**src/rtl/decode_stage_p.sv**
```systemverilog
// Decode stage: instruction decode, register file, operand forwarding,
// branch/jump redirect and the ID/EX pipeline register.
module decode_stage_p #(
   parameter int DATA_W     = 32,
   parameter int REG_ADDR_W = 5,
   parameter bit FWD_EN     = 1'b1
) (
   input  logic                  clk,
   input  logic                  reset,
   input  logic [31:0]           instr,
   input  logic [DATA_W-1:0]     pc_plus_4,
   input  logic                  id_valid,
   input  logic                  stall_id,
   input  logic                  flush_ex,
   input  logic                  wb_wr_en,
   input  logic [REG_ADDR_W-1:0] wb_wr_addr,
   input  logic [DATA_W-1:0]     wb_wr_data,
   input  logic [DATA_W-1:0]     mem_alu_result,
   input  logic [1:0]            forward_a_id,
   input  logic [1:0]            forward_b_id,
   output logic [REG_ADDR_W-1:0] id_rs,
   output logic [REG_ADDR_W-1:0] id_rt,
   output logic                  id_branch,
   output logic                  id_jump,
   output logic                  id_pc_src,
   output logic [DATA_W-1:0]     id_pc_branch,
   output logic [DATA_W-1:0]     id_pc_jump,
   output logic                  ex_valid,
   output logic                  ex_illegal,
   output logic                  ex_mem_to_reg,
   output logic                  ex_mem_wr_en,
   output logic                  ex_alu_src_sel,
   output logic                  ex_reg_wr_en,
   output logic [2:0]            ex_alu_ctrl,
   output logic [REG_ADDR_W-1:0] ex_rs,
   output logic [REG_ADDR_W-1:0] ex_rt,
   output logic [REG_ADDR_W-1:0] ex_reg_wr_addr,
   output logic [DATA_W-1:0]     ex_reg_data1,
   output logic [DATA_W-1:0]     ex_reg_data2,
   output logic [DATA_W-1:0]     ex_sign_imm_ext
);

   localparam int NREG = 2 ** REG_ADDR_W;

   typedef struct packed {
      logic                  valid;
      logic                  illegal;
      logic                  m2r;
      logic                  mwr;
      logic                  asrc;
      logic                  rwr;
      logic [2:0]            alu;
      logic [REG_ADDR_W-1:0] rs;
      logic [REG_ADDR_W-1:0] rt;
      logic [REG_ADDR_W-1:0] wa;
      logic [DATA_W-1:0]     d1;
      logic [DATA_W-1:0]     d2;
      logic [DATA_W-1:0]     imm;
   } id_ex_t;

   logic [DATA_W-1:0]     rf [NREG];
   logic [DATA_W-1:0]     rf_a, rf_b, op1, op2, sign_imm;
   logic [REG_ADDR_W-1:0] a_rd;
   logic [5:0]            op, funct;
   logic                  beq, bne, jmp, go;
   id_ex_t                dec, ex_q;

   assign op       = instr[31:26];
   assign funct    = instr[5:0];
   assign id_rs    = REG_ADDR_W'(instr[25:21]);
   assign id_rt    = REG_ADDR_W'(instr[20:16]);
   assign a_rd     = REG_ADDR_W'(instr[15:11]);
   assign sign_imm = {{(DATA_W-16){instr[15]}}, instr[15:0]};

   always_ff @(posedge clk or posedge reset) begin
      if (reset) begin
         for (int i = 0; i < NREG; i++) rf[i] <= '0;
      end else if (wb_wr_en && wb_wr_addr != '0) begin
         rf[wb_wr_addr] <= wb_wr_data;
      end
   end

   // write-through so a same-cycle WB result is seen by this instruction
   assign rf_a = (id_rs == '0) ? '0 :
                 (wb_wr_en && wb_wr_addr == id_rs) ? wb_wr_data : rf[id_rs];
   assign rf_b = (id_rt == '0) ? '0 :
                 (wb_wr_en && wb_wr_addr == id_rt) ? wb_wr_data : rf[id_rt];

   function automatic logic [DATA_W-1:0] fwd(
      input logic [1:0]        sel,
      input logic [DATA_W-1:0] rv,
      input logic [DATA_W-1:0] mv,
      input logic [DATA_W-1:0] wv
   );
      if (!FWD_EN) return rv;
      unique case (sel)
         2'b01:   return mv;
         2'b10:   return wv;
         default: return rv;
      endcase
   endfunction

   assign op1 = fwd(forward_a_id, rf_a, mem_alu_result, wb_wr_data);
   assign op2 = fwd(forward_b_id, rf_b, mem_alu_result, wb_wr_data);

   always_comb begin
      dec = '0;
      beq = 1'b0;
      bne = 1'b0;
      jmp = 1'b0;
      unique case (1'b1)
         op == 6'b000000: begin
            dec.rwr = 1'b1;
            dec.wa  = a_rd;
            unique case (funct)
               6'b100000: dec.alu = 3'b010;
               6'b100010: dec.alu = 3'b110;
               6'b100100: dec.alu = 3'b000;
               6'b100101: dec.alu = 3'b001;
               6'b101010: dec.alu = 3'b111;
               default: begin
                  dec.rwr     = 1'b0;
                  dec.wa      = '0;
                  dec.illegal = 1'b1;
               end
            endcase
         end
         op == 6'b100011: begin
            dec.alu  = 3'b010;
            dec.asrc = 1'b1;
            dec.m2r  = 1'b1;
            dec.rwr  = 1'b1;
            dec.wa   = id_rt;
         end
         op == 6'b101011: begin
            dec.alu  = 3'b010;
            dec.asrc = 1'b1;
            dec.mwr  = 1'b1;
         end
         op == 6'b001000: begin
            dec.alu  = 3'b010;
            dec.asrc = 1'b1;
            dec.rwr  = 1'b1;
            dec.wa   = id_rt;
         end
         op == 6'b000100: begin
            dec.alu = 3'b110;
            beq     = 1'b1;
         end
         op == 6'b000101: begin
            dec.alu = 3'b110;
            bne     = 1'b1;
         end
         op == 6'b000010: jmp = 1'b1;
         default: dec.illegal = 1'b1;
      endcase
      dec.valid = 1'b1;
      dec.rs    = id_rs;
      dec.rt    = id_rt;
      dec.d1    = op1;
      dec.d2    = op2;
      dec.imm   = sign_imm;
      if (!id_valid) dec = '0;
   end

   assign go           = id_valid & ~stall_id;
   assign id_branch    = go & (beq | bne);
   assign id_jump      = go & jmp;
   assign id_pc_src    = go & ((beq & (op1 == op2)) | (bne & (op1 != op2)));
   assign id_pc_branch = pc_plus_4 + (sign_imm << 2);
   assign id_pc_jump   = {pc_plus_4[DATA_W-1:28], instr[25:0], 2'b00};

   // flush wins over stall, so flush+stall still inserts a bubble
   always_ff @(posedge clk or posedge reset) begin
      if (reset) begin
         ex_q <= '0;
      end else if (flush_ex) begin
         ex_q <= '0;
      end else if (!stall_id) begin
         ex_q <= dec;
      end
   end

   assign ex_valid        = ex_q.valid;
   assign ex_illegal      = ex_q.illegal;
   assign ex_mem_to_reg   = ex_q.m2r;
   assign ex_mem_wr_en    = ex_q.mwr;
   assign ex_alu_src_sel  = ex_q.asrc;
   assign ex_reg_wr_en    = ex_q.rwr;
   assign ex_alu_ctrl     = ex_q.alu;
   assign ex_rs           = ex_q.rs;
   assign ex_rt           = ex_q.rt;
   assign ex_reg_wr_addr  = ex_q.wa;
   assign ex_reg_data1    = ex_q.d1;
   assign ex_reg_data2    = ex_q.d2;
   assign ex_sign_imm_ext = ex_q.imm;

endmodule

```
**config.mk**
```make
export PLATFORM = sky130hd
export DESIGN_NAME = decode_stage_p
export DESIGN_NICKNAME = d
export VERILOG_FILES = /design/src/rtl/decode_stage_p.sv
export SDC_FILE = /design/constraint.sdc
export NUM_CORES = 2
export LEC_CHECK = 0
export CORE_MARGIN = 2
export CORE_UTILIZATION = 55
export CTS_CLUSTER_DIAMETER = 100
export CTS_CLUSTER_SIZE = 24
export DETAILED_ROUTE_END_ITERATION = 12
export GPL_TIMING_DRIVEN = 0
export PLACE_DENSITY = 0.78
export REMOVE_ABC_BUFFERS = 1
export SYNTH_ARGS = -nofsm -noshare
export SYNTH_HDL_FRONTEND = slang
export SYNTH_SLANG_ARGS = --single-unit
```
**constraint.sdc**
```tcl
create_clock -name clk -period 61 [get_ports clk]
set_input_delay 6.1 -clock clk [delete_from_list [all_inputs] [get_ports clk]]
set_output_delay 6.1 -clock clk [all_outputs]
set_load 0.05 [all_outputs]
```
==> impl_metrics.ini <==
[setup_path]
end_kind = output pin
critPathLaunchType = primary input
r2r_setup_slack_ns = 58.17
r2r-start = rf[516]$_DFFE_PP0P_
arrival_ns = 15.44
rr_worst_depth = 5
crit_start = instr[21]
cp-endpoint = id_pc_src
required_ns = 54.90
critPathMaxFanout = 68
path_class = primary input to output pin
r2r-end = ex_reg_data2[4]$_DFFE_PP0P_

[sta]
setup_tns_ns = 0
tightest_slew_ns = 1.603
setup_violations = 0
drv_slew = 12
clock.fmax_ghz = 0.04643
min_period_ns = 21.54
clock_skew_ns = 0.03039
rsz0062_at_grt = false
slew_headroom_pct = -7.359
hold_viol = 0
setup_ws_ns = 39.46
fin_crit_sh_pct = 35.31

[synthesis]
synth_edf_count = 0
yosysWarnings = 0
synthTopCellsByArea = dfrtp_1, mux4_2, mux2_2, mux2i_1, clkbuf_1
ys_seq_elements = 1128
yosys.area.top_type = dfrtp_1
synth_cells = 4335
synth_cell_types = 70
yosysSeqAreaShare_pct = 45.84
synthArstFlopShare_pct = 100.0
synthesis.area_mm2 = 0.06158
synth-main-ff-cell = dfrtp_1
syn_area_per_cell_um2 = 14.20
yosys.area.top_type_share_pct = 45.84

[final_layout]
nFillCells = 8242
nets = 4478
final_cell_mix = dfrtp_1, mux2_2, mux4_2
largest_reg_flops = 1024
top_register = rf
areaGrowthSynthToFinish_pct = 10.41
layout_commonest_cell = dfrtp_1
regArea_mm2 = 0.02823
multi_input_area_mm2 = 0.03116
drive_above_1_share_pct = 40.49

[routing]
post_drt_wl_per_cell_um = 34.74
viasPerCell = 7.271
drc_errors = 0
first_iter_violations = 5595
ant_nets = 0
firstDrtPassIters = 6
via_count = 42170
routed_wl_um = 201500

[clock_tree]
cts_buffer_depth = 3
clkSinkCount = 1128
worst_skew_pair.late_latency_ns = 0.73
path_clk_slew_ns = 0.10
ctsHoldBuffers = 0
cts_resized = 0
cts_root_buffer = clkbuf_16
postCtsSetupRepairBufs = 0
cts_made_buffers = 53
cts_tree = yes
cts_max_level = 2

[global_route]
grt_pass1_vias = 42510
grt_pass1_wl_um = 292900
antenna_found_initial = 16
grt_max_degree = 135
track_usage_pct = 34.87
overflow = 0

[placement]
gp_congestion = 0.9193
dp_slack_ns = 39.89
io_buffers = 333
place_hpwl_um = 125300

[floorplan]
core_mm2 = 0.1108
fp.dieW_um = 338.6
rows = 122
die_h_um = 338.6
die_area_mm2 = 0.1147
start_util_pct = 55.56
pin_count = 340

[power_and_ir_drop]
p_leak_nw = 28.73
cellPowerDensity_mw_per_mm2 = 28.02
peakVddDrop_mv = 0.02337

[hold_path]
hp-class = flip-flop to flip-flop

[status]
outcome = finished, violations left
violations = capacitance limit, slew limit

[job]
max-cap-violations = 2
per-layer routing:
metal | track usage, % | up-vias | wire length, um
met5 | 0 | - | 89
met4 | 20.09 | 14 | 13830
met3 | 9.685 | 718 | 23440
met2 | 52.44 | 2833 | 90630
met1 | 45.76 | 22130 | 73470
li1 | - | 16470 | -
critical path, cell delays in order:
cell and delay (ns):
buf_8 0.41, buf_16 0.40, buf_16 0.37, xor2_1 0.14, nor4_1 1.16, nand3_1 0.98, nand2b_2 1.03, nor3_1 0.16
a222oi_1 0.81, xnor2_1 0.18, nor4_1 1.07, nand4_1 0.34, nor4_2 0.87, mux2i_1 0.28, clkdlybuf4s50_1 0.84
cells in the mapped netlist, types with 37 or more instances:
cell type and n:
a221oi_1 40, nor2_1 98, nand2_1 156, buf_2 50, dfrtp_1 1128, buf_4 92, clkbuf_1 277, mux2i_1 121
a22o_1 61, nand3_1 37, xnor2_1 45, o21ai_0 103, a21oi_1 66, a22oi_1 64, mux4_2 518, buf_1 64
mux2_2 1011
area by class of cell:
cell class	instances	share of cell area (%)
antenna	4	0.01472
tap	1488	2.738
clock inverter	3	0.05889
multi-input combinational	2681	45.84
timing repair buffer	412	7.652
inverter	25	0.1528
clock buffer	58	2.024
sequential	1128	41.52
worst min-delay path by stage:
stage                         startpoint                   end  slack [ns]  cells past startpoint
floorplan           rf[1000]$_DFFE_PP0P_  rf[1000]$_DFFE_PP0P_        0.37                      0
global placement    rf[1014]$_DFFE_PP0P_  rf[1014]$_DFFE_PP0P_        0.38                      0
detailed placement  rf[1009]$_DFFE_PP0P_  rf[1009]$_DFFE_PP0P_        0.38                      0
CTS                 rf[1018]$_DFFE_PP0P_  rf[1018]$_DFFE_PP0P_        0.41                      0
global route         rf[995]$_DFFE_PP0P_   rf[995]$_DFFE_PP0P_        0.41                      0
finish              rf[1019]$_DFFE_PP0P_  rf[1019]$_DFFE_PP0P_        0.41                      0
power breakdown:
group | internal, mW | total (mW) | switching, mW
Combinational | 0.281 | 0.518 | 0.238
Sequential | 0.878 | 0.973 | 0.0953
Clock | 0.161 | 0.413 | 0.252
Total | 1.32 | 1.91 | 0.585
metrics by stage:
stage | total power, mW | hold slack, ns | std cells | instance area (um2) | utilization, %
floorplan | 1.306 | 0.3653 | 3834 | 59140 | -
global placement | 1.522 | 0.3763 | 5655 | 64340 | 58.05
detailed placement | 1.495 | 0.3836 | 5734 | 66560 | 60.06
CTS | 1.898 | 0.4050 | 5795 | 67980 | 61.34
global route | 1.973 | 0.4129 | 5796 | 67980 | 61.34
finish | 1.905 | 0.4061 | 5799 | 67990 | 61.35
cells by family (layout without fill, tap and decap cells):
family | count (synthesis) | in the layout | synth area share [%]
AO/OA/AOI/OAI | 501 | 501 | 5.755
XOR/XNOR | 69 | 69 | 0.9814
AND/OR/NAND/NOR | 425 | 425 | 3.200
multiplexers | 1650 | 1650 | 39.40
other | 1 | 6 | 0.006090
flip-flops | 1128 | 1128 | 45.84
buffers and inverters | 527 | 498 | 4.113
adder cells (fa/ha/maj) | 34 | 34 | 0.7031
Power figures use the tool's default switching activity.
